$ cat src/rtl/opr1_pkg.sv
// Shared definitions for the group-1 operate sequencer.
// Holds the sequencer state encoding, the rotater operation codes and
// the IR bit positions of the individual micro-operations.
package opr1_pkg;

    typedef enum logic [2:0] {
        IDLE   = 3'd0,
        S_CLR  = 3'd1,
        S_CMP  = 3'd2,
        S_INC  = 3'd3,
        S_ROT  = 3'd4,
        S_DONE = 3'd5
    } state_t;

    // Rotater operation codes driven on ROT_OP.
    localparam logic [2:0] NOP = 3'b000;
    localparam logic [2:0] BSW = 3'b001;
    localparam logic [2:0] RAL = 3'b010;
    localparam logic [2:0] RTL = 3'b011;
    localparam logic [2:0] RAR = 3'b100;
    localparam logic [2:0] RTR = 3'b101;

    // Group-1 opcode field value in IR[11:8].
    localparam logic [3:0] GRP1_OPC = 4'b1110;

    // Micro-operation bit positions within IR.
    localparam int unsigned BIT_CLA = 7;
    localparam int unsigned BIT_CLL = 6;
    localparam int unsigned BIT_CMA = 5;
    localparam int unsigned BIT_CML = 4;
    localparam int unsigned BIT_RAR = 3;
    localparam int unsigned BIT_RAL = 2;
    localparam int unsigned BIT_TWO = 1;   // doubles a rotate, or BSW alone
    localparam int unsigned BIT_IAC = 0;

endpackage

$ cat src/rtl/opr1_sequencer.sv
// Sequences a PDP-8 style group-1 operate instruction: CLA/CLL, CMA/CML, IAC, rotate.
// Latency: group-1 START to DONE is 5 cycles; any other instruction is 1 cycle.
// No backpressure: START is only accepted in IDLE and ignored while BUSY.
// Ports: CLK/RESET (sync, active-high); START/IR/AC_IN/L_IN request;
//        ROT_* connect to an external rotater peer; AC_OUT/L_OUT working regs;
//        BUSY/DONE status.
// Build option: define OPR1_BSW_EN to issue the byte-swap (BSW) rotater code.
module opr1_sequencer
    import opr1_pkg::*;
(
    input  logic        CLK,
    input  logic        RESET,
    input  logic        START,
    input  logic [11:0] IR,
    input  logic [11:0] AC_IN,
    input  logic        L_IN,
    output logic [2:0]  ROT_OP,
    output logic [11:0] ROT_AI,
    output logic        ROT_LI,
    output logic        ROT_OE,
    input  logic [11:0] ROT_AO,
    input  logic        ROT_LO,
    output logic [11:0] AC_OUT,
    output logic        L_OUT,
    output logic        BUSY,
    output logic        DONE
);

    state_t      state;
    logic [7:0]  ir_q;      // only the micro-op field is needed after acceptance
    logic [11:0] ac;
    logic        l;
    logic [12:0] inc_sum;   // bit 12 is the carry-out of AC+1

    assign inc_sum = {1'b0, ac} + 13'd1;

    // Map the rotate bits onto a rotater code.
    function automatic logic [2:0] rot_decode(input logic [7:0] op);
        logic [2:0] code;
        code = NOP;
        case ({op[BIT_RAR], op[BIT_RAL]})
            2'b10:   code = op[BIT_TWO] ? RTR : RAR;
            2'b01:   code = op[BIT_TWO] ? RTL : RAL;
            2'b00: begin
`ifdef OPR1_BSW_EN
                code = op[BIT_TWO] ? BSW : NOP;
`else
                // Byte swap unavailable: the rotater passes AC/L through.
                code = NOP;
`endif
            end
            default: code = NOP;   // conflicting rotate directions
        endcase
        return code;
    endfunction

    always_ff @(posedge CLK) begin
        if (RESET) begin
            state  <= IDLE;
            ir_q   <= '0;
            ac     <= '0;
            l      <= 1'b0;
            BUSY   <= 1'b0;
            DONE   <= 1'b0;
            ROT_OE <= 1'b0;
            ROT_OP <= NOP;
        end else begin
            case (state)
                IDLE: begin
                    BUSY <= 1'b0;
                    DONE <= 1'b0;
                    if (START) begin
                        ir_q <= IR[7:0];
                        ac   <= AC_IN;
                        l    <= L_IN;
                        BUSY <= 1'b1;
                        if (IR[11:8] == GRP1_OPC) begin
                            state <= S_CLR;
                        end else begin
                            // Not ours: complete immediately, registers unchanged.
                            state <= S_DONE;
                            DONE  <= 1'b1;
                        end
                    end
                end
                S_CLR: begin
                    if (ir_q[BIT_CLA]) ac <= '0;
                    if (ir_q[BIT_CLL]) l  <= 1'b0;
                    state <= S_CMP;
                end
                S_CMP: begin
                    if (ir_q[BIT_CMA]) ac <= ~ac;
                    if (ir_q[BIT_CML]) l  <= ~l;
                    state <= S_INC;
                end
                S_INC: begin
                    if (ir_q[BIT_IAC]) begin
                        ac <= inc_sum[11:0];
                        l  <= l ^ inc_sum[12];
                    end
                    // Rotater controls are registered, so arm them on entry to S_ROT.
                    ROT_OE <= 1'b1;
                    ROT_OP <= rot_decode(ir_q);
                    state  <= S_ROT;
                end
                S_ROT: begin
                    ac     <= ROT_AO;
                    l      <= ROT_LO;
                    ROT_OE <= 1'b0;
                    ROT_OP <= NOP;
                    DONE   <= 1'b1;
                    state  <= S_DONE;
                end
                S_DONE: begin
                    // START here is deliberately dropped; it is honoured next cycle.
                    DONE  <= 1'b0;
                    BUSY  <= 1'b0;
                    state <= IDLE;
                end
                default: begin
                    state  <= IDLE;
                    BUSY   <= 1'b0;
                    DONE   <= 1'b0;
                    ROT_OE <= 1'b0;
                    ROT_OP <= NOP;
                end
            endcase
        end
    end

    assign ROT_AI = ac;
    assign ROT_LI = l;
    assign AC_OUT = ac;
    assign L_OUT  = l;

endmodule

$ cat config.mk
export PLATFORM = sky130hd
export DESIGN_NAME = opr1_sequencer
export DESIGN_NICKNAME = d
export VERILOG_FILES = /design/src/rtl/opr1_pkg.sv /design/src/rtl/opr1_sequencer.sv
export SDC_FILE = /design/constraint.sdc
export NUM_CORES = 1
export LEC_CHECK = 0
export BUFFER_PORTS_ARGS = -buffer_cell sky130_fd_sc_hd__buf_2
export CAP_MARGIN = 5
export CORE_MARGIN = 3
export CORE_UTILIZATION = 45
export DETAILED_ROUTE_END_ITERATION = 8
export PLACE_DENSITY = 0.76
export SYNTH_ARGS = -nofsm -noshare
export SYNTH_HDL_FRONTEND = slang
export SYNTH_SLANG_ARGS = --single-unit
$ cat constraint.sdc
create_clock -name CLK -period 1.7 [get_ports CLK]
set_input_delay 0.255 -clock CLK [delete_from_list [all_inputs] [get_ports CLK]]
set_output_delay 0.255 -clock CLK [all_outputs]
set_load 0.05 [all_outputs]
# Word-level counts from Yosys, hierarchy flattened
# Cells that the tools add are included.
[totals] mem_count=0 reg_bits=30 mem_bits_rw=0 mem_bits_ro=0 latchBits=0 output_inout_bits=32 inputBits=41
[classes] mul=0 n_lt_le_gt_ge=0 bitwise_logic=3 reduce_logical=8 n_eq_ne=14 add_sub_neg=1 n_mux=23 div_mod_pow=0 shifts=0
[ops] op="$pmux 12 s5" count=1
[ops] op="$mux 12" count=4
[ops] op="$pmux 3 s5" count=1
[ops] op="$add 12x1->13 const B" count=1
[ops] op="$ne 2x2->1 const B" count=6
[ops] op="$not 12->12" count=1
[ops] op="$pmux 3 s2" count=2
[ops] op="$reduce_and 5->1" count=2
[ops] op="$mux 1" count=9
[ops] op="$reduce_or 4->1" count=2
[ops] op="$eq 3x2->1 const B" count=2
[ops] op="$eq 3x3->1 const B" count=2
[ops] op="$mux 3" count=2
[ops] op="$pmux 1 s5" count=1
[ops] op="$reduce_bool 5->1" count=1
[ops] op="$eq 4x4->1 const B" count=1
[ops] op="$pmux 1 s2" count=2
[ops] op="$eq 3x1->1 const B" count=1
[ops] op="$logic_not 3->1" count=1
[ops] op="$pmux 1 s3" count=1
[ops] op="$reduce_or 3->1" count=1
[ops] op="$eq 2x1->1 const B" count=1
[ops] op="$eq 2x2->1 const B" count=1
[ops] op="$reduce_and 2->1" count=1
[ops] op="2 further kinds" count=2

# Depth between registers and ports, before layout
[depth] word_depth=4 depth_mapped=7 mapped_depth_nobuf=7

# Worst setup path before layout
# Ideal clock, no wire load.
[synth_path] path_type="register to register" start="register ac[1] (netlist: AC_OUT[1])" end="register l (netlist: L_OUT)" path_slack_ns=-0.386 path_stages_with_launch=7 setup_time_ns=0.092 required_ns=1.608 arrival_time_ns=1.994 cell_sequence="dfxtp_1 > ha_1 > nand4_1 > nor2_1 > nand3_1 > o31a_1 > o32ai_1"
[synth_between] elab_chain_len=4
[synth_lines] item="start: declaration" line="opr1_sequencer.sv:31" text="logic [11:0] ac;"
[synth_lines] item="start signal: assignment" line="opr1_sequencer.sv:92" text="if (ir_q[BIT_CMA]) ac <= ~ac;"
[synth_lines] item="start signal: assignment" line="opr1_sequencer.sv:98" text="ac <= inc_sum[11:0];"
[synth_lines] item="$add 12x1->13" line="opr1_sequencer.sv:35" text="assign inc_sum = {1'b0, ac} + 13'd1;"
[synth_lines] item="$xor 1x1->1" line="opr1_sequencer.sv:99" text="l <= l ^ inc_sum[12];"
[synth_lines] item="$mux 1" line="opr1_sequencer.sv:97" text="if (ir_q[BIT_IAC]) begin"
[synth_lines] item="$pmux 1 s5" line="opr1_sequencer.sv:68" text="case (state)"
[synth_lines] item="end signal: assignment" line="opr1_sequencer.sv:93" text="if (ir_q[BIT_CML]) l <= ~l;"
[synth_lines] item="end signal: assignment" line="opr1_sequencer.sv:99"
[synth_lines] item="end: declaration" line="opr1_sequencer.sv:32" text="logic l;"
# No other way between the ends. The select of a mux whose other input is x is not followed.
# A chain may end at the register's enable or synchronous reset.

# Worst setup path after layout
[layout_path] start="register state[0]" end="register l (netlist: L_OUT)"
[layout_between] elab_chain_len=3 elab_cells_between_ends=12
[layout_lines] item="start: declaration" line="opr1_sequencer.sv:29" text="state_t state;"
[layout_lines] item="start signal: assignment" line="opr1_sequencer.sv:59" text="state <= IDLE;"
[layout_lines] item="start signal: assignment" line="opr1_sequencer.sv:78" text="state <= S_CLR;"
[layout_lines] item="start signal: assignment" line="opr1_sequencer.sv:81" text="state <= S_DONE;"
[layout_lines] item="$eq 3x2->1, or another cell as far along" line="opr1_sequencer.sv:68"
[layout_lines] item="$reduce_bool 5->1 (no source line) / $ne 2x2->1 (equally long branches)"
[layout_lines] item="$reduce_and 5->1 (no source line)"
# Parallel ways exist; a longest one is shown, timed or not.

==> impl_metrics.py <==
metrics = {
    "status": {
        "status": "finished clean",
    },
    "final_layout": {
        "antennaDiodeCount": 0,
        "final-instance-count-excl-fill": 413,
        "layout-drive-gt1-share": 0.429,
        "final_cell_mix": "72 x buf_2, 38 x nand2_1, 29 x buf_4",
        "final_util": 0.635,
        "nets": 404,
        "fin_area_sq_um": 2800,
        "area_delta_synth_final_pct": 35.2,
        "layout_commonest_cell": "buf_2",
    },
    "placed_design": {
        "routabilityCongestion": 0.916,
        "placed_area_sq_um": 2550,
        "place_inst": 400,
        "hpwl_mm": 4.45,
        "io_buffer_count": 72,
    },
    "setup_path": {
        "rr_worst_depth": 7,
        "worstPathCellList": "buf_6 > or2_0 > buf_4 > and3_1 > a211oi_2 > o31a_1 > o32ai_2",
        "rrSetupSlack_ps": 60,
        "timing.rr.start": "state[0]",
        "cp_slowest_stage_delay_ps": 350,
        "timing.rr.end": "L_OUT",
        "worstSetupEndpointType": "register",
        "critPathMaxFanout": 13,
        "crit_type": "register to register",
        "cp_slowest_cell": "dfxtp_1",
        "cp-start-kind": "register",
        "required_ps": 1860,
        "arrival_ps": 1810,
    },
    "power_and_ir_drop": {
        "vdd_ir_drop_max_mv": 0.755,
        "cellPowerDensity_nw_per_um2": 1310,
        "power_mw": 3.67,
        "leakagePower_nw": 1.23,
    },
    "logic_synthesis": {
        "synthesis.nets": 321,
        "syn_area_per_cell_sq_um": 7.48,
        "synthFlopType": "dfxtp_1",
        "ys_warn_count": 0,
        "synth-seq-area-share": 0.290,
        "synth.distinct_cells": 55,
        "ys_async_sr_fraction": 0,
        "netlist_instances": 277,
        "netlist_area_sq_um": 2070,
        "synth-edff-count": 0,
        "ys_ff_latch": 30,
    },
    "timing": {
        "setup_viol": 0,
        "tightest_slew_ps": 478,
        "whs_ps": 197,
        "skew_ps": 9.83,
        "fin_crit_ps": 1640,
        "max_freq_mhz": 608,
        "fin_crit_sh": 0.967,
        "finalMaxSlewViolations": 0,
        "hold_viol": 0,
        "slew_headroom": 0.673,
    },
    "grt": {
        "grt_use_total": 0.242,
        "grt_pass1_vias": 2165,
        "antenna_found_initial": 0,
        "grt_start_max_net_pins": 25,
        "grt_pass1_wl_mm": 10.2,
        "grt_overflow": 0,
    },
    "floorplanning": {
        "rows": 24,
        "core_sq_um": 4410,
        "start_util": 0.470,
        "die_h_um": 73.9,
        "die_area_sq_um": 5460,
        "ioPinCount": 73,
        "fp.dieW_um": 73.9,
    },
    "drt": {
        "wl_mm": 6.61,
        "wl_per_cell_um": 16.0,
        "drcViolationCount": 0,
        "vias": 2444,
        "dr.pass1.iters": 5,
        "antenna_left": 0,
        "initialDrtViolationCount": 284,
        "vias_per_cell": 5.92,
    },
    "cts": {
        "clkTransAtPathRegs_ps": 60,
        "htreeDepth": 2,
        "clock_latency_ps": 290,
        "cts.sink_count": 30,
        "clock_path_buffers": 2,
        "clock-root-buffer": "clkbuf_8",
        "cts_tree": "done",
        "cts_hold_buf": 0,
        "cts-buffers-inserted": 5,
    },
    "worst_hold_path": {
        "holdPathStages": 3,
        "hold_class": "primary input to register",
        "holdPathEnd": "ir_q[2]",
        "min-delay-start": "IR[2]",
    },
    "run": {
        "maxCapViolCount": 0,
    },
}
[logic make-up after synthesis]
kind of cell | synth area share
buf+inv | 0.103
compound gates | 0.301
xor+xnor | 0.0169
simple gates | 0.252
fa+ha+maj | 0.0181
flops | 0.290
mux | 0.0193
[registers in the layout, indices dropped and copies added, names as in the netlist]
register / count
ROT_OP: 3
DONE: 1
AC_OUT: 12
ir_q: 8
ROT_OE: 1
BUSY: 1
L_OUT: 1
state: 3
[how the worst max path moves through the flow]
stage / from / end / slack [ps] / cells after the start
final: state[0] / L_OUT / 60 / 7
after global routing: AC_OUT[1] / L_OUT / -30 / 6
after CTS: state[1] / AC_OUT[3] / 10 / 6
after detailed placement: state[0] / AC_OUT[7] / -6 / 5
after global placement: state[0] / AC_OUT[5] / 50 / 6
after floorplan: AC_OUT[1] / L_OUT / 0.4 / 6
[where the power goes]
group          switching (mW)  leakage [nW]  internal (mW)
Sequential              0.136         0.251          0.830
Clock                   0.296        0.0714          0.625
Combinational            1.18         0.910          0.607
[per-stage QoR]
| stage | worst slack [ps] | setup TNS, ps |
|---|---|---|
| floorplan | 0.425 | 0 |
| global placement | 46.5 | 0 |
| detailed placement | -5.96 | -8.57 |
| CTS | 14.6 | 0 |
| global route | -28.3 | -48.6 |
| finish | 56.0 | 0 |
[worst max-delay path: cells and delay by family, from the launching register on]
family	cells	cell delay, ps
buffers and inverters	2	310
AO/OA/AOI/OAI	3	450
flip-flops	1	350
AND/OR/NAND/NOR	2	420
[synth_stat cells, drive strengths merged (2+ instances only)]
| cell type | n | area, sq um |
|---|---|---|
| o22a | 2 | 17.5 |
| and2 | 2 | 12.5 |
| a211oi | 2 | 15.0 |
| a31o | 3 | 26.3 |
| o21ai | 20 | 126 |
| nand2 | 38 | 143 |
| buf | 20 | 143 |
| and3 | 3 | 18.8 |
| dfxtp | 30 | 601 |
| ha | 3 | 37.5 |
| clkbuf | 9 | 33.8 |
| a32o | 2 | 20.0 |
| a21oi | 35 | 201 |
| nor2 | 20 | 77.6 |
| nand3b | 4 | 30.0 |
| a311oi | 2 | 17.5 |
| nand3 | 18 | 90.1 |
| nand2b | 4 | 25.0 |
| inv | 10 | 37.5 |
| a2bb2oi | 4 | 35.0 |
| xnor2 | 4 | 35.0 |
| mux2i | 4 | 40.0 |
| nor3 | 6 | 45.0 |
| o22ai | 4 | 25.0 |
| a31oi | 3 | 18.8 |
| nand4 | 2 | 12.5 |
| nor2b | 3 | 18.8 |
| or2 | 2 | 12.5 |
[final cells by class]
cell class | instances | area (sq um)
clock inverters | 2 | 60.1
clock buffers | 6 | 82.6
multi-input cells | 209 | 1320
flip-flops and latches | 30 | 622
fillers | 378 | 1610
inverters | 10 | 37.5
well taps | 52 | 65.1
repair buffers | 104 | 621
[per-layer routing]
layer  global-route usage  wire (um)
met5                    0          0
met2                0.383       3200
met3               0.0520        607
met1                0.313       2630
met4                0.107        179
[repair_timing]
item / 4_1_cts / 5_1_grt
gates cloned: 0 / 1
endpoints found under the setup margin: 3 / 14
resized for setup: 0 / 13
pin swaps: 0 / 3
setup buffers: 2 / 2
(Power assumes the default switching activity.)
